## config.mk

```make
export PLATFORM = sky130hd
export DESIGN_NAME = inst_fetch_unit
export DESIGN_NICKNAME = d
export VERILOG_FILES = /design/src/rtl/inst_fetch_unit_pkg.sv /design/src/rtl/inst_fetch_unit_next_pc_calc.sv /design/src/rtl/inst_fetch_unit.sv
export SDC_FILE = /design/constraint.sdc
export NUM_CORES = 1
export LEC_CHECK = 0
export BUFFER_PORTS_ARGS = -buffer_cell sky130_fd_sc_hd__buf_2
export CAP_MARGIN = 10
export CORE_MARGIN = 4
export CORE_UTILIZATION = 55
export CTS_CLUSTER_DIAMETER = 80
export DETAILED_ROUTE_END_ITERATION = 8
export HOLD_SLACK_MARGIN = 0.08
export PLACE_DENSITY_LB_ADDON = 0.05
export SETUP_SLACK_MARGIN = 0.02
export SLEW_MARGIN = 20
export SYNTH_ARGS = -nofsm -noshare
export SYNTH_HDL_FRONTEND = slang
export SYNTH_SLANG_ARGS = --single-unit
```

## constraint.sdc

```tcl
create_clock -name clk -period 15.4 [get_ports clk]
set_clock_uncertainty 0.15 [all_clocks]
set_input_delay 0.77 -clock clk [delete_from_list [all_inputs] [get_ports clk]]
set_output_delay 0.77 -clock clk [all_outputs]
set_load 0.01 [all_outputs]
```

## src/rtl/inst_fetch_unit_pkg.sv

```systemverilog
// Shared definitions for the fetch stage and the decoder of the 2-stage MIPS core.
package inst_fetch_unit_pkg;

  // Fetch sequencer states.
  typedef enum logic [1:0] {
    StIdle,
    StReq,
    StWait,
    StHold
  } fetch_state_e;

  // sll $0,$0,0 -- harmless filler whenever no real instruction is presented.
  localparam logic [31:0] NOP_INST_DEFAULT = 32'h0000_0000;
  localparam logic [31:0] RESET_PC_DEFAULT = 32'h0000_0000;

  // Primary opcodes of the jump instructions.
  localparam logic [5:0] OPC_J   = 6'h02;
  localparam logic [5:0] OPC_JAL = 6'h03;

endpackage

```

## src/rtl/inst_fetch_unit_next_pc_calc.sv

```systemverilog
// Next-PC arithmetic: sequential increment plus branch/jump redirect selection.
module inst_fetch_unit_next_pc_calc (
  input  logic [31:0] fetch_pc_i,
  input  logic [31:0] cur_pc_plus4_i,
  input  logic        redirect_en_i,
  input  logic        branch_taken_i,
  input  logic [15:0] beq_offset_i,
  input  logic        jump_i,
  input  logic [25:0] jump_offset_i,
  output logic [31:0] fetch_pc_plus4_o,
  output logic        redirect_o,
  output logic [31:0] redirect_target_o
);

  logic [31:0] branch_disp;
  logic [31:0] branch_target;
  logic [31:0] jump_target;

  assign fetch_pc_plus4_o = fetch_pc_i + 32'd4;
  // Word offset, sign-extended and scaled to bytes.
  assign branch_disp      = {{14{beq_offset_i[15]}}, beq_offset_i, 2'b00};
  assign branch_target    = cur_pc_plus4_i + branch_disp;
  assign jump_target      = {cur_pc_plus4_i[31:28], jump_offset_i, 2'b00};

  // Jump beats branch when the consumer flags both.
  always_comb begin
    redirect_o        = 1'b0;
    redirect_target_o = branch_target;
    if (redirect_en_i) begin
      if (jump_i) begin
        redirect_o        = 1'b1;
        redirect_target_o = jump_target;
      end else if (branch_taken_i) begin
        redirect_o        = 1'b1;
        redirect_target_o = branch_target;
      end
    end
  end

endmodule

```

## src/rtl/inst_fetch_unit.sv

```systemverilog
// Fetch stage: owns the PC, issues single-outstanding imem requests and fills
// the IF/ID register feeding the decoder. Redirects squash wrong-path words.
module inst_fetch_unit
  import inst_fetch_unit_pkg::*;
#(
  parameter logic [31:0] RESET_PC = RESET_PC_DEFAULT,
  parameter logic [31:0] NOP_INST = NOP_INST_DEFAULT
) (
  input  logic        clk,
  input  logic        rst,
  output logic        imem_req,
  output logic [31:0] imem_addr,
  input  logic [31:0] imem_rdata,
  input  logic        imem_valid,
  input  logic        stall_in,
  input  logic        branch_taken,
  input  logic [15:0] beq_offset,
  input  logic        jump,
  input  logic [25:0] jump_offset,
  output logic [31:0] if_inst,
  output logic [31:0] if_pc,
  output logic [31:0] if_pc_plus4,
  output logic        if_valid
);

  fetch_state_e state_q;
  logic [31:0]  pc_q;
  logic         kill_q;
  logic [31:0]  out_inst_q;
  logic [31:0]  out_pc_q;
  logic         out_valid_q;
  logic [31:0]  hold_inst_q;
  logic [31:0]  hold_pc_q;

  logic         consume;
  logic         redirect;
  logic [31:0]  redirect_target;
  logic [31:0]  pc_plus4;
  logic [31:0]  cur_pc_plus4;

  assign consume      = out_valid_q & ~stall_in;
  assign cur_pc_plus4 = out_pc_q + 32'd4;

  inst_fetch_unit_next_pc_calc u_next_pc_calc (
    .fetch_pc_i        (pc_q),
    .cur_pc_plus4_i    (cur_pc_plus4),
    .redirect_en_i     (consume),
    .branch_taken_i    (branch_taken),
    .beq_offset_i      (beq_offset),
    .jump_i            (jump),
    .jump_offset_i     (jump_offset),
    .fetch_pc_plus4_o  (pc_plus4),
    .redirect_o        (redirect),
    .redirect_target_o (redirect_target)
  );

  // Fetch sequencer together with PC, kill flag, hold buffer and IF/ID register.
  always_ff @(posedge clk or posedge rst) begin
    if (rst) begin
      state_q     <= StIdle;
      pc_q        <= RESET_PC;
      kill_q      <= 1'b0;
      out_inst_q  <= NOP_INST;
      out_pc_q    <= '0;
      out_valid_q <= 1'b0;
      hold_inst_q <= NOP_INST;
      hold_pc_q   <= '0;
    end else begin
      // A consumed slot empties unless something refills it below.
      if (consume) begin
        out_valid_q <= 1'b0;
        out_inst_q  <= NOP_INST;
      end
      unique case (state_q)
        StIdle: state_q <= StReq;
        StReq: begin
          state_q <= StWait;
          // The request just issued is now wrong-path; drop its response.
          if (redirect) begin
            pc_q   <= redirect_target;
            kill_q <= 1'b1;
          end
        end
        StWait: begin
          if (imem_valid) begin
            state_q <= StReq;
            if (kill_q) begin
              kill_q <= 1'b0;
            end else if (redirect) begin
              // Slot is free but the arriving word follows a redirected instruction.
              pc_q <= redirect_target;
            end else if (!out_valid_q || !stall_in) begin
              out_inst_q  <= imem_rdata;
              out_pc_q    <= pc_q;
              out_valid_q <= 1'b1;
              pc_q        <= pc_plus4;
            end else begin
              hold_inst_q <= imem_rdata;
              hold_pc_q   <= pc_q;
              pc_q        <= pc_plus4;
              state_q     <= StHold;
            end
          end else if (redirect) begin
            pc_q   <= redirect_target;
            kill_q <= 1'b1;
          end
        end
        StHold: begin
          // Output is always valid here, so stall release means it is consumed.
          if (!stall_in) begin
            state_q <= StReq;
            if (redirect) begin
              pc_q <= redirect_target;
            end else begin
              out_inst_q  <= hold_inst_q;
              out_pc_q    <= hold_pc_q;
              out_valid_q <= 1'b1;
            end
          end
        end
        default: state_q <= StIdle;
      endcase
    end
  end

  assign imem_req    = (state_q == StReq);
  assign imem_addr   = pc_q;
  assign if_inst     = out_inst_q;
  assign if_pc       = out_pc_q;
  assign if_pc_plus4 = cur_pc_plus4;
  assign if_valid    = out_valid_q;

endmodule

```

# Yosys cells after proc, flatten, opt, wreduce, memory -nomap -nowiden
# Index checks and enable logic that the tools add are counted.
# W data, S select, Z words.
[word_totals] reg_bits=164 inputBits=80 wordCells=80
[op_classes] add_sub_neg=3 eq_ne=10 mux=43 bitwise=5 reduce_logical=11
[op_table] cell="$mux W32" count=20
[op_table] cell="$pmux W32 S2" count=2
[op_table] cell="$pmux W32 S3" count=1
[op_table] cell="$add A32 B3 Y32 const B" count=2
[op_table] cell="$add A32 B32 Y32" count=1
[op_table] cell="$mux W1" count=12
[op_table] cell="$ne A2 B2 Y1 const B" count=6
[op_table] cell="$mux W2" count=5
[op_table] cell="$pmux W2 S4" count=1
[op_table] cell="$reduce_and A7 Y1" count=1
[op_table] cell="$reduce_and A5 Y1" count=1
[op_table] cell="$eq A2 B2 Y1 const B" count=2
[op_table] cell="$not A1 Y1" count=4
[op_table] cell="$pmux W1 S2" count=2
[op_table] cell="$reduce_bool A2 Y1" count=2
[op_table] cell="$ne A3 B3 Y1 const B" count=1
[op_table] cell="$reduce_and A3 Y1" count=1
[op_table] cell="$reduce_bool A3 Y1" count=1
[op_table] cell="$eq A2 B1 Y1 const B" count=1
[op_table] cell="$logic_not A1 Y1" count=2
[op_table] cell="$logic_not A2 Y1" count=1
[op_table] cell="$reduce_and A2 Y1" count=1
[op_table] cell="$and A1 B1 Y1" count=1
[op_table] cell="$logic_or A1 B1 Y1" count=1

# Depth between registers and ports, before layout
# Gate-level depths: netlist (run 1).
[depth] word_depth=8 depth_mapped=15 mapped_depth_nobuf=15

# Hierarchy
# Synthesis (run 1) repeated with hierarchy kept, for this count alone.
[unflattened] cells_unflattened=1129 hier_area_um2=10603.9
[modules_own_cells] module="inst_fetch_unit" instances=1 cells_per_inst=755 area_per_inst_um2=8212.9 seq_area_each_um2=4103.9
[modules_own_cells] module="inst_fetch_unit_next_pc_calc" instances=1 cells_per_inst=374 area_per_inst_um2=2391.0 seq_area_each_um2=0.0

# Least setup slack after synthesis (run 1)
# No wires, ideal clock.
[synth_path] path_type="register -> register" start="reg out_pc_q[7] (netlist: if_pc[7])" end="reg pc_q[30] (netlist: imem_addr[30])" setup_ns=0.124 t_arrival_ns=3.484 required_time_ns=15.126 slack_ns=11.642 stages_incl_launch_ff=15 synth_period_minus_slack_ns=3.758 path_cell_list="dfrtp_1 nand4_1 nor3_1 and3_1 xor2_1 ha_1 clkbuf_1 and4_1 o2bb2ai_1 a211oi_1 a31oi_1 o21ba_2 or4_1 nand4_1 a21oi_1"
[synth_between] elab_chain_cells=8
[synth_rtl] element="start: declaration" line_no="inst_fetch_unit.sv:30" source="logic [31:0] out_pc_q;"
[synth_rtl] element="start signal: assignment" line_no="inst_fetch_unit.sv:94" source="out_pc_q <= pc_q;"
[synth_rtl] element="start signal: assignment" line_no="inst_fetch_unit.sv:116" source="out_pc_q <= hold_pc_q;"
[synth_rtl] element="$add A32 B3 Y32 (*)" line_no="inst_fetch_unit.sv:42" source="assign cur_pc_plus4 = out_pc_q + 32'd4;"
[synth_rtl] element="via if_pc_plus4[13]" line_no="inst_fetch_unit.sv:22" source="output logic [31:0] if_pc_plus4,"
[synth_rtl] element="$add A32 B32 Y32 (*)" line_no="inst_fetch_unit_next_pc_calc.sv:22" source="assign branch_target = cur_pc_plus4_i + branch_disp;"
[synth_rtl] element="$mux W32" line_no="inst_fetch_unit_next_pc_calc.sv:30" source="if (jump_i) begin"
[synth_rtl] element="$mux W32 (*)" line_no="inst_fetch_unit_next_pc_calc.sv:29" source="if (redirect_en_i) begin"
[synth_rtl] element="$mux W32" line_no="inst_fetch_unit.sv:89" source="end else if (redirect) begin"
[synth_rtl] element="$mux W32" line_no="inst_fetch_unit.sv:87" source="if (kill_q) begin"
[synth_rtl] element="$mux W32" line_no="inst_fetch_unit.sv:85" source="if (imem_valid) begin"
[synth_rtl] element="$pmux W32 S3 (*)" line_no="inst_fetch_unit.sv:74" source="unique case (state_q)"
[synth_rtl] element="end signal: assignment" line_no="inst_fetch_unit.sv:80" source="pc_q <= redirect_target;"
[synth_rtl] element="end signal: assignment" line_no="inst_fetch_unit.sv:91" source="pc_q <= redirect_target;"
[synth_rtl] element="end signal: assignment" line_no="inst_fetch_unit.sv:96" source="pc_q <= pc_plus4;"
[synth_rtl] element="end: declaration" line_no="inst_fetch_unit.sv:27" source="logic [31:0] pc_q;"
# Mark *: on every way through the listed nets, which the timed path passes. The rest lies on a longest branch. The select of a mux whose other input is x is not followed.
# A chain may end at the register's enable or synchronous reset.

# Worst setup path after layout (run 1)
[layout_path] start="reg out_pc_q[2] (netlist: if_pc[2])" end="reg pc_q[31] (netlist: imem_addr[31])"
[layout_between] elab_chain_cells=8
[layout_rtl] element="$add A32 B3 Y32 (*)" line_no="inst_fetch_unit.sv:42"
[layout_rtl] element="$add A32 B32 Y32" line_no="inst_fetch_unit_next_pc_calc.sv:22"
[layout_rtl] element="$mux W32" line_no="inst_fetch_unit_next_pc_calc.sv:30"
[layout_rtl] element="$mux W32 (*)" line_no="inst_fetch_unit_next_pc_calc.sv:29"
[layout_rtl] element="$mux W32" line_no="inst_fetch_unit.sv:89"
[layout_rtl] element="$mux W32" line_no="inst_fetch_unit.sv:87"
[layout_rtl] element="$mux W32" line_no="inst_fetch_unit.sv:85"
[layout_rtl] element="$pmux W32 S3 (*)" line_no="inst_fetch_unit.sv:74"
# Mark *: on every way between the ends. The rest lies on a longest branch, timed or not. The select of a mux whose other input is x is not followed.

==> results.txt, run 1 <==
* CTS resizes: 0
- The slowest stage of the critical path belongs to the cell nor3_1.
- For this run, design rule violations remaining after detail routing come to 0.
- Post-synthesis instance total: 1045
- The congestion estimate from routability-driven global placement came to roughly 0.94.
- In this run the count of I/O pins placed on the die edge is 210.
* Number of rows in the core area: 48
* Unrepaired setup endpoints after global routing: false
* Maximum fanout along the worst path: 6
- Wirelength per Cell: a little over 20 um
* Fill cells: 1491
- For this design the ratio of total power to cell area is 214 nW/um^2.
* Hold Path Class: input pin to async pin
- Traced cell by cell, the critical path runs through ha_1 -> nand4_1 -> nor3_1 -> nand4_1 -> xnor2_1 -> ha_1 -> nand2_1 -> nor4_1 -> nor3_1 -> a21oi_1 -> a31oi_1 -> o211ai_1 -> mux2i_1 -> or3_1.
* DPL Wire Length: 21000 um
- Number of nets with antenna violations after detailed routing: 0
- dfrtp_1 takes more of the synthesized area than any other cell.
- Starting density of the core: 0.567
* Top cell family by delay on the critical path: simple AND/OR/NAND/NOR gates
* Psw: 1160 uW
- Floorplan die height: 142 um
* Number of flip-flops and latches in the synthesized netlist: roughly 160
- Number of global-route vias before repair: just under 9000
* Antenna violations before repair: 2
- Headroom to the max-slew limit came out at 0.231.
- The final layout contains routed wiring with a total length of 29800 um.
- Count of clock tree sinks: 164
- Of all flip-flops after synthesis, the portion carrying an async set or reset was 1.00.
- Number of buffers inserted by hold repair at cts: 0
- Hold violation total from the final report: 0
- Synthesized net count: 1166
- Die ar.: 20300 um^2
- Final Power: approximately 2500 uW
- The routed layout has between 9000 and 10000 vias.
* Clk Latency, worst-skew pair: 0.44 ns
- The floorplan step defined a core boundary enclosing 17500 um^2.
* Die boundary width: 142 um
- Clock tree from TritonCTS: yes
- Yosys mapped a number of flops with a built-in enable equal to 0.
- Synth-to-Final Area Change: 18.6%
- Area share of the largest cell type after synthesis: 0.413
- Iteration-0 DRC count of the detailed router: 768
- Part of the Yosys area used for sequential elements: 0.413
* GR met2 Demand/Resource: 0.475
* Switching Fraction: 0.460
* GR Util met1: 0.397
- Maximum buffer depth of the clock tree: 2
- Of the total power, the clock network draws 0.170.
- After clock tree synthesis, the clock-pin slew on the worst setup and hold paths is 0.07 ns.
- Among all flip-flop cells after synthesis, the most frequent one is dfrtp_1.
- Port buffering added 209 buffers.
- First-pass GRT wire length: between 40000 and 50000 um
- STA classifies the critical path endpoint as a flip-flop.
- Worst EP arrival: 4.78 ns
* Achievable clock frequency: 217 MHz
- Setup-violating endpoint count in the final report: 0
- Combinational group share of total power: 0.508
- By startpoint and endpoint, the worst setup path is classified as flip-flop to flip-flop.
- The mapped netlist covers 9950 um^2.
- Nets: 1352
- The global routing stage identified its most utilized layer as met2.
- The flow ran to the end, and the final reports show no timing, DRC or antenna violations.
* Static Leak: 0.00580 uW
* Peak per-stage delay on the critical path: between 0.9 and 1 ns
- The cell sitting at the root of the clock tree is a clkbuf_16.
* Total routing usage reported by global routing: 0.294
- After routing, the total negative slack on setup checks comes to 0 ns.
* Met3 track demand over resource in global routing: 0.0601
- Using the TritonRoute via totals, the vias-per-cell ratio works out to 6.19.
- Total global routing overflow: 0
- The internal portion of the total power is 1360 uW.
* Count leader, synth: dfrtp_1
- Reg power frac: 0.322
- Maximum number of pins on one net before global-route repair: between 90 and 100
- The commonest cells after synthesis are dfrtp_1 (164), a21oi_1 (93), nand2_1 (83), nor2_1 (77), mux2_2 (66).
- The routed design could run at a clock period as short as between 4 and 5 ns.
- Of the available clock period, the critical path in the final layout requires 0.300.
* Number of buffers inserted to repair setup after CTS: 0
* Share of cells above drive strength 1: 0.276
* Crit start category: flip-flop
* Number of buffers and inverters on the critical path: 0
- Number of distinct library cell variants in the gate-level netlist after synthesis: 67
- Cts bufs inserted: 17
- For the worst setup path, the data required time is 15.56 ns.
- The worst-case IR drop observed on VDD is roughly 0.00012 V.
* Syn avg cell area: 9.52 um^2
- The final max-slew violation count is 0.
- Drt first pass iters: 6
- Max-cap violations in this run came to 0.
* Transition at the pin with the smallest max-transition slack: approximately 1.1 ns
* Largest cells by area after synthesis: dfrtp_1 (41%), mux2_2 (7.5%), ha_1 (5.0%)
* Deepest level of the CTS H-tree: 4
- During synthesis, Yosys emitted a total of 0 warnings.
[sequential cells by signal (all words and copies together) (netlist names)]
register / cells
hold_inst_q: 32
hold_pc_q: 32
if_inst: 32
if_pc: 32
imem_addr: 32
state_q: 2
if_valid: 1
kill_q: 1
[placed cells by master (no fill, tap or decap), drive strengths merged, types with 6 or more instances in the layout]
cell type  netlist  final
buf             10    226
dfrtp          164    164
a21oi           93     93
nand2           83     83
nor2            77     77
mux2            66     66
inv             55     60
o21ai           49     49
ha              40     40
mux2i           37     37
a222oi          32     32
nand3           30     30
xnor2           30     30
nand4           22     22
nor3            21     21
clkbuf          49     18
xor2            15     15
and3            15     15
a21o            14     14
a31oi           10     10
o221ai          10     10
o21a             9      9
clkinv           0      9
and4             8      8
o31ai            8      8
a211oi           6      6
o21bai           6      6
o211ai           6      6
o22ai            6      6
and2             6      6
nor4             6      6
a221oi           6      6
[power by group through the flow]
stage | logic (uW) | registers [uW] | clock network [uW]
4_1_cts | 1280 | 809 | 435
5_1_grt | 1420 | 838 | 453
3_3_place_gp | 1260 | 809 | 0
2_1_floorplan | 829 | 806 | 0
3_5_place_dp | 1270 | 813 | 0
6_report | 1280 | 811 | 428
[logic make-up after synthesis]
group | Yosys count | share of synthesized area
buf+inv | 114 | 0.0448
xor+xnor | 45 | 0.0396
flops | 164 | 0.413
fa+ha+maj | 41 | 0.0523
simple gates | 291 | 0.144
compound gates | 287 | 0.195
mux | 103 | 0.112
[per-stage QoR]
step / util / std cells / cell area [um^2] / setup WS [ns] / hold slack (ns)
detailed placement: 0.638 / 1437 / 11200 / 10.90 / 0.322
CTS: 0.673 / 1469 / 11800 / 10.89 / 0.340
global placement: 0.638 / 1437 / 11200 / 11.04 / 0.321
finish: 0.673 / 1470 / 11800 / 10.79 / 0.307
global route: 0.673 / 1470 / 11800 / 10.47 / 0.365
floorplan: - / 1045 / 9950 / 10.05 / 0.325
[path summary, 6_finish.rpt]
check	start	endpoint	slack, ns	cells after the start
min in group clk	if_inst[23]$_DFF_PP0_	if_inst[23]$_DFF_PP0_	0.34	2
setup / recovery	if_pc[2]$_DFFE_PP0P_	imem_addr[31]$_DFFE_PP0P_	10.79	14
hold reg to reg	if_inst[23]$_DFF_PP0_	if_inst[23]$_DFF_PP0_	0.34	2
hold / removal	rst	if_inst[0]$_DFF_PP0_	0.31	2
setup reg to reg	if_pc[2]$_DFFE_PP0P_	imem_addr[31]$_DFFE_PP0P_	10.79	14
max in group asynchronous	rst	if_pc[19]$_DFFE_PP0P_	13.27	3
[metal layers]
metal / share of wire / routed length, um
met2: 0.47 / 14100
met3: 0.078 / 2310
met1: 0.42 / 12500
met4: 0.026 / 778
met5: 0.00044 / 13
[layout make-up]
type                    count  area [um^2]  area share
diodes                      1         2.50    0.000212
clock buffers              18          439      0.0372
clock inverters            14          163      0.0138
inverters                  55          211      0.0179
multi-input cells         767         5420       0.460
flip-flops and latches    164         4100       0.348
well taps                 225          282      0.0239
repair buffers            226         1170      0.0995
Note: power is estimated with default switching activity, not from simulation.
==> run 2, diff against run 1 <==
--- a/config.mk
+++ b/config.mk
@@ -5,6 +5,7 @@
 export SDC_FILE = /design/constraint.sdc
 export NUM_CORES = 1
 export LEC_CHECK = 0
+export ABC_AREA = 1
 export BUFFER_PORTS_ARGS = -buffer_cell sky130_fd_sc_hd__buf_2
 export CAP_MARGIN = 10
 export CORE_MARGIN = 4
==> constraint.sdc (replaced) <==
create_clock -name clk -period 4.55 [get_ports clk]
set_clock_uncertainty 0.15 [all_clocks]
set_input_delay 0.2275 -clock clk [delete_from_list [all_inputs] [get_ports clk]]
set_output_delay 0.2275 -clock clk [all_outputs]
set_load 0.01 [all_outputs]
==> results.txt, run 2 <==
* Routability-driven placement congestion ratio: 1.02 (+8.2%)
- The min-delay analysis places its worst path in the category input pin to flip-flop.
- The power per unit of standard cell area is 669 nW/um^2 (+210%).
* Maximum number of pins on one net before global-route repair: 128 (+39%)
- The power share of the sequential group came to 0.291 (-0.031).
* Share of cells above drive strength 1: 0.160 (-0.116)
* Crit start category: flip-flop
- The number of failing hold endpoints at the final stage came to 0 (unchanged).
- Classification of the worst setup path: flip-flop to flip-flop
- The net switching power came to 4430 uW (+280%).
- Clock root buffer: clkbuf_16
- The final-stage net count is 1946 (+44%).
* Maximum buffer depth of the clock tree: 2 (unchanged)
* Unrepaired setup endpoints after global routing: false
- The area of the die came to 22500 um^2 (+11%).
- Transition at the pin with the smallest max-transition slack: 1.04 ns (-0.109 ns)
* DPL Wire Length: 28200 um (+34%)
* Internal power: 4520 uW (+230%)
- Total routing usage reported by global routing: 0.337 (+0.0429)
* Synthesized net count: 1718 (+47%)
- The number of enable-type register cells in the synthesized netlist is 0 (unchanged).
- The final cell count without fillers was 2103 (+43%).
- The number of cells upsized or downsized after cts came to 0 (unchanged).
- Yosys instantiated no cell more often than nand2_1.
- Drt first pass iters: 8 (+2)
* Number of global-route vias before repair: 10779 (+21%)
* Starting density of the core: 0.563 (-0.00380)
* Share of flip-flops with an asynchronous set or reset after synthesis: 1.00 (unchanged)
* Synthesis Warnings: 0 (unchanged)
* Count of clock tree sinks: 164 (unchanged)
* Static Leak: 0.00705 uW (+22%)
* Post-synthesis instance total: 1597 (+53%)
- Achievable clock frequency: 246 MHz (+13%)
* Number of flip-flops and latches in the synthesized netlist: 164 (unchanged)
- By count the netlist is led by nand2_1 (448), inv_1 (249), dfrtp_1 (164), nor2_1 (155), o21ai_0 (123).
* Via density per instance: 5.48 (-11%)
- Count of vias placed by the detailed router: 11529 (+27%)
- Clock tree from TritonCTS: yes
- The H-tree depth is 4 (unchanged).
- In the layout the commonest cells are nand2_1 (447), inv_1 (247), buf_2 (209).
- Synth-to-Final Area Change: 20.7%
- The total of buffers placed on input and output ports was 209 (unchanged).
- Cell count after placement: 2031 (+41%)
- STA classifies the critical path endpoint as a flip-flop.
- Floorplan die height: 150 um (+5.2%)
- Yosys top cell by area: dfrtp_1
* Clock transition time at the flip-flop clock pins of the worst setup and hold paths: 0.07 ns (about the same)
- Clk network pwr share: 0.167 (-0.003)
* Required time of the critical path: 4.74 ns (-10.82 ns)
- Antenna violations before repair: 0 (-2)
- Fraction of the cycle the final worst path needs: 0.894 (+0.594)
* Die boundary width: 150 um (+5.2%)
- The headroom to the max-slew limit came to 0.309 (+0.0778).
- The routed length per instance was 18.0 um (-11%).
* Pre-CTS worst setup slack: 0.594 ns (-10.31 ns)
- The peak supply drop was 0.000381 V (+220%).
- Combinational group share of total power: 0.542 (+0.034)
* Leading cell type in the layout, fill and taps excluded: nand2_1
- Total standard cell area after synthesis: 11100 um^2 (+11%)
* Number of ports placed on the die boundary: 210 (unchanged)
- The global-route wire length before repair came to 59000 um (+24%).
- Final critical-path setup slack: 0.484 ns (-10.30 ns)
- Number of nets with antenna violations after detailed routing: 0 (unchanged)
* Worst EP arrival: 4.26 ns (-0.52 ns)
* Part of the Yosys area used for sequential elements: 0.371 (-0.0420)
- Switching Fraction: 0.495 (+0.0350)
- The placeable core region was 19700 um^2 (+12%).
- DRC errors left: 0 (unchanged)
- The remaining global-route overflow came to 0 (unchanged).
- The filler cell count is 1741 (+17%).
* Clk Latency, worst-skew pair: 0.43 ns (about the same)
- The count of inserted antenna diode cells is 0 (-1).
- Number of rows in the core area: 51 (+6.3%)
- The number of distinct library cells after synthesis was 51 (-24%).
* Maximum fanout along the worst path: 6 (unchanged)
* Multi-input logic area: 5800 um^2 (+7.0%)
- The synthesized area divided by synthesized cell count came to 6.93 um^2 (-27%).
- Final Critical Period: 4.07 ns (-0.547 ns)
* Routed WL: 37800 um (+27%)
- Largest cells by area after synthesis: dfrtp_1 (37%), nand2_1 (15%), inv_1 (8.4%)
* Number of pins with negative max-slew slack in the final report: 0 (unchanged)
* Flip-flop cell with the highest count after synthesis: dfrtp_1
- The register cell area after layout came to 4100 um^2 (unchanged).
- Max_cap viols: 0 (unchanged)
- The share of the synthesized area in the top cell type came to 0.371 (-0.0420).
* Iteration-0 DRC count of the detailed router: 1021 (+33%)
- Setup TNS: 0 ns (unchanged)
- Setup-violating endpoint count in the final report: 0 (unchanged)
- Outcome: finished clean
- The total CTS buffers was 17 (unchanged).
## run 2: power by group through the flow
stage,combinational [uW],sequential [uW],clock (uW)
floorplan,2980,2630,0
global placement,4700,2570,0
detailed placement,4730,2590,0
CTS,4790,2580,1510
global route,5380,2670,1570
finish,4850,2600,1490
## run 2: area by class of cell
class	count	area share
multi-input cells	1125	0.434
flip-flops and latches	164	0.307
repair buffers	263	0.117
inverters	254	0.0716
clock buffers	18	0.0328
well taps	265	0.0248
clock inverters	14	0.0126
## run 2: worst max-delay path, stage by stage, from the launching register on
cell     delay, ns
dfrtp_1       0.41
ha_1          0.21
nand2_1       0.06
inv_1         0.08
nand3_1       0.12
nor2_1        0.18
nand3_1       0.17
nor3_1        0.44
nand3_1       0.15
xor2_1        0.20
inv_1         0.08
ha_1          0.40
nand2_1       0.13
nor2_1        0.23
nand2_1       0.16
nor3_1        0.18
nand2_1       0.13
nand2_1       0.08
nand2_1       0.04
nand3_1       0.06
nand2_1       0.14
a21oi_1       0.17
## run 2: path summary, 6_finish.rpt
check                                     startpoint  slack [ns]                   endpoint  depth (start not counted)
setup / recovery                if_pc[3]$_DFFE_PP0P_        0.48  imem_addr[30]$_DFFE_PP0P_                         21
hold / removal                       jump_offset[21]        0.11  imem_addr[23]$_DFFE_PP0P_                          5
setup reg to reg                if_pc[3]$_DFFE_PP0P_        0.48  imem_addr[30]$_DFFE_PP0P_                         21
hold reg to reg            hold_pc_q[27]$_DFFE_PP0P_        0.33  hold_pc_q[27]$_DFFE_PP0P_                          2
max in group asynchronous                        rst        2.91  hold_pc_q[30]$_DFFE_PP0P_                          4
min in group asynchronous                        rst        0.36      if_inst[25]$_DFF_PP0_                          3
## run 2: kinds of logic after synthesis
family	synth area share
simple gates	0.287
buf+inv	0.108
compound gates	0.161
flops	0.371
fa+ha+maj	0.0470
xor+xnor	0.0253
mux	0.00102
## run 2: timing repair
| action | in CTS | in global routing |
|---|---|---|
| setup endpoints to repair | 0 | 0 |
| buffers inserted | 0 | 0 |
| hold endpoints to repair | 106 | 0 |
| hold buffers | 40 | 0 |
## run 2: stage by stage
stage          hold WS (ns)  cell area, um^2   util  total power, uW
2_1_floorplan         0.212            11100      -             5610
3_3_place_gp          0.286            12400  0.628             7280
3_5_place_dp          0.295            12400  0.628             7320
4_1_cts              0.0842            13400  0.680             8880
5_1_grt               0.121            13400  0.680             9620
6_report              0.108            13400  0.680             8950
## run 2: metal layers
| metal | track usage | part of all wire | vias up |
|---|---|---|---|
| met4 | 0.107 | 0.032 | 0 |
| met5 | 0 | 0 | - |
| met3 | 0.0584 | 0.083 | 80 |
| met1 | 0.465 | 0.42 | 5336 |
| met2 | 0.542 | 0.47 | 505 |
| li1 | - | - | 5608 |
==> run 3, diff against run 2 <==
--- a/config.mk
+++ b/config.mk
@@ -8,9 +8,8 @@
 export ABC_AREA = 1
 export BUFFER_PORTS_ARGS = -buffer_cell sky130_fd_sc_hd__buf_2
 export CAP_MARGIN = 10
-export CORE_MARGIN = 4
 export CORE_UTILIZATION = 55
-export CTS_CLUSTER_DIAMETER = 80
+export CTS_CLUSTER_DIAMETER = 100
 export DETAILED_ROUTE_END_ITERATION = 8
 export HOLD_SLACK_MARGIN = 0.08
 export PLACE_DENSITY_LB_ADDON = 0.05
==> results.txt, run 3 (synthesis results as in run 2) <==
- Outcome: finished clean
* Routability-driven placement congestion ratio: 1.05 (+3.6%)
* Hold path cells: 3 (-2)
- The starting DRC count in detailed routing came to 1004 (-1.7%).
* Slowest library cell on the worst path: dfrtp_1
- Reg2reg start: if_pc[3]$_DFFE_PP0P_
* Met3 track demand over resource in global routing: 0.0586 (+0.000198)
* Antenna violations before repair: 0 (unchanged)
- Total global routing overflow: 0 (unchanged)
* Number of ports placed on the die boundary: 210 (unchanged)
* Worst EP arrival: 4.11 ns (-0.15 ns)
- Number of global-route vias before repair: 10719 (-0.56%)
- Peak per-stage delay on the critical path: 0.42 ns (-0.02 ns)
* Wirelength per Cell: 17.8 um (-1.1%)
- Maximum number of pins on one net before global-route repair: 165 (+29%)
* Critical Path Sink Type: flip-flop
- Total routing usage reported by global routing: 0.367 (+0.0305)
- The total instance count after detailed placement is 2028 (-0.15%).
- Among the stages of the critical path, the cell type that occurs most often is nand3_1.
* Starting density of the core: 0.565 (+0.00184)
- R2R depth: 22 (+4.8%)
- Die ar.: 20700 um^2 (-7.8%)
- The internal power component came to 4450 uW (-1.3%).
- The placeable core region was 19600 um^2 (-0.32%).
- CP Launch Point: if_pc[3]$_DFFE_PP0P_
- The minimum clock period was 3.94 ns (-0.122 ns).
- Diodes inserted: 0 (unchanged)
- The final max-slew violation count was 0 (unchanged).
- TritonCTS built the clock tree.
- Required time of the critical path: 4.72 ns (-0.02 ns)
- The total of buffers placed on input and output ports is 209 (unchanged).
* Count of clock tree sinks: 164 (unchanged)
* Static Leak: 0.00704 uW (-0.21%)
- Cell-by-cell trace of the critical path: ha_1 -> nand2_1 -> inv_1 -> nand3_1 -> nor2_1 -> nand3_1 -> nor3_1 -> nand3_1 -> xor2_1 -> inv_1 -> ha_1 -> nand2_1 -> nor2_1 -> and2_1 -> and2_1 -> nand2_1 -> nand3_1 -> nand3_1 -> nand2_1 -> nand3_1 -> nand2_1 -> inv_1
- The floorplan die width came to 144 um (-4.0%).
* Clk network pwr share: 0.165 (-0.002)
* Combinational group share of total power: 0.544 (+0.002)
* First-pass GRT wire length: 57200 um (-3.0%)
- Setup TNS: 0 ns (unchanged)
- The global routing stage identified its most utilized layer as met2.
- Final critical-path setup slack: 0.606 ns (+0.122 ns)
* Cts bufs inserted: 17 (unchanged)
* GR Util met1: 0.490 (+0.0247)
- The switching share of total power is 0.501 (+0.00538).
- Unrepaired setup endpoints after global routing: false
* Fraction of the cycle the final worst path needs: 0.867 (-0.0268)
- Maximum buffer depth of the clock tree: 2 (unchanged)
- Achievable clock frequency: 254 MHz (+3.1%)
* DPL Wire Length: 27300 um (-3.1%)
- Setup slack of the worst register-to-register path: 0.61 ns (+0.12 ns)
- The endpoint identified for the worst register-to-register timing path is imem_addr[28]$_DFFE_PP0P_.
* Number of nets with antenna violations after detailed routing: 0 (unchanged)
* Maximum fanout along the worst path: 6 (unchanged)
- The fraction of final layout cells with drive strength greater than 1 is 0.159 (-0.00129).
- Hold Path Class: input pin to flip-flop
- The worst-skew pair later-pin latency came to 0.43 ns (about the same).
* Clock transition time at the flip-flop clock pins of the worst setup and hold paths: 0.07 ns (about the same)
- Critical hold path startpoint: jump_offset[10]
- The reported max-cap violation count came to 0 (unchanged).
- The H-tree depth was 4 (unchanged).
- The total via count after detailed routing is 11590 (+0.53%).
- The final-stage net count is 1942 (-0.21%).
- The number of failing hold endpoints at the final stage was 0 (unchanged).
* Leading cell type in the layout, fill and taps excluded: nand2_1
- STA classifies the critical path startpoint as a flip-flop.
- Compared with the post-synthesis result, the final layout area differs by 20.4%.
* Psw: 4470 uW (+0.81%)
- Final cell count without fillers: 2099 (-0.19%)
- Via density per instance: 5.52 (+0.72%)
* PD cells: 669 nW/um^2 (about the same)
* CTS resizes: 0 (unchanged)
* Reg power frac: 0.291 (about the same)
* Floorplan die height: 144 um (-4.0%)
* Routed WL: 37300 um (-1.3%)
- The DRC violations left was 0 (unchanged).
- Leaving out fill and tap cells, the most frequent cells in the layout are nand2_1 (447), inv_1 (247), buf_2 (209).
- Worst vdd rail ir drop: 0.000481 V (+26%)
- Setup-violating endpoint count in the final report: 0 (unchanged)
- Drt first pass iters: 5 (-3)
- The worst setup slack before clock tree synthesis was 0.691 ns (+0.0978 ns).
- GR met2 Demand/Resource: 0.606 (+0.0646)
- The headroom to the max-slew limit came to 0.309 (+0.000328).
- The worst setup path is of the flip-flop to flip-flop kind.
- The root buffer cell chosen for the clock tree is clkbuf_16.
- On the critical path the largest part of the delay comes from simple AND/OR/NAND/NOR gates.
- The slew at the pin closest to its max-slew limit is 1.04 ns (-0.000492 ns).
- The row count came to 51 (unchanged).
- The path with the worst hold slack has its endpoint at imem_addr[12]$_DFFE_PP0P_.
- The count of buffer and inverter cells on the critical path came to 3 (+1).
## run 3: how the worst max path moves through the flow
stage	depth (start not counted)	slack, ns	endpoint
3_3_place_gp	22	0.74	imem_addr[28]$_DFFE_PP0P_
3_5_place_dp	22	0.69	imem_addr[28]$_DFFE_PP0P_
4_1_cts	22	0.65	imem_addr[28]$_DFFE_PP0P_
6_report	22	0.61	imem_addr[28]$_DFFE_PP0P_
2_1_floorplan	23	1.40	imem_addr[28]$_DFFE_PP0P_
5_1_grt	22	0.26	imem_addr[28]$_DFFE_PP0P_
## run 3: repair_timing
action | 4_1_cts | 5_1_grt
setup buffers | 0 | 0
endpoints found under the hold margin | 234 | 0
setup endpoints to repair | 0 | 0
hold buffers | 39 | 0
## run 3: layer usage
| metal | routed length [um] | vias up |
|---|---|---|
| met5 | 0 | - |
| met4 | 1040 | 0 |
| met3 | 2870 | 76 |
| met2 | 17600 | 531 |
| met1 | 15800 | 5371 |
| li1 | - | 5612 |
## run 3: per-stage QoR
step | hold WS [ns] | total power (uW) | area (um^2) | util
after global routing | 0.121 | 9570 | 13300 | 0.681
after global placement | 0.316 | 7250 | 12300 | 0.629
final | 0.0992 | 8920 | 13300 | 0.681
after floorplan | 0.212 | 5610 | 11100 | -
after CTS | 0.0824 | 8830 | 13300 | 0.680
after detailed placement | 0.322 | 7300 | 12300 | 0.629
## run 3: power groups by stage
stage	combinational, uW	clock, uW	sequential (uW)
after global routing	5370	1540	2660
after detailed placement	4710	0	2580
after floorplan	2980	0	2630
after global placement	4680	0	2570
final	4850	1470	2600
after CTS	4770	1480	2570
## run 3: final cells by class
cell class                 count  area (um^2)
clock buffer                  17          425
clock inverter                15          178
fill                        1749         6260
inverter                     254          957
multi-input combinational   1125         5800
sequential                   164         4100
tap                          265          332
timing repair buffer         259         1530
## run 3: tightest hold or removal path, cell delays in order
cell	delay (ns)
buf_2	0.10
o211ai_1	0.15
a21oi_1	0.15
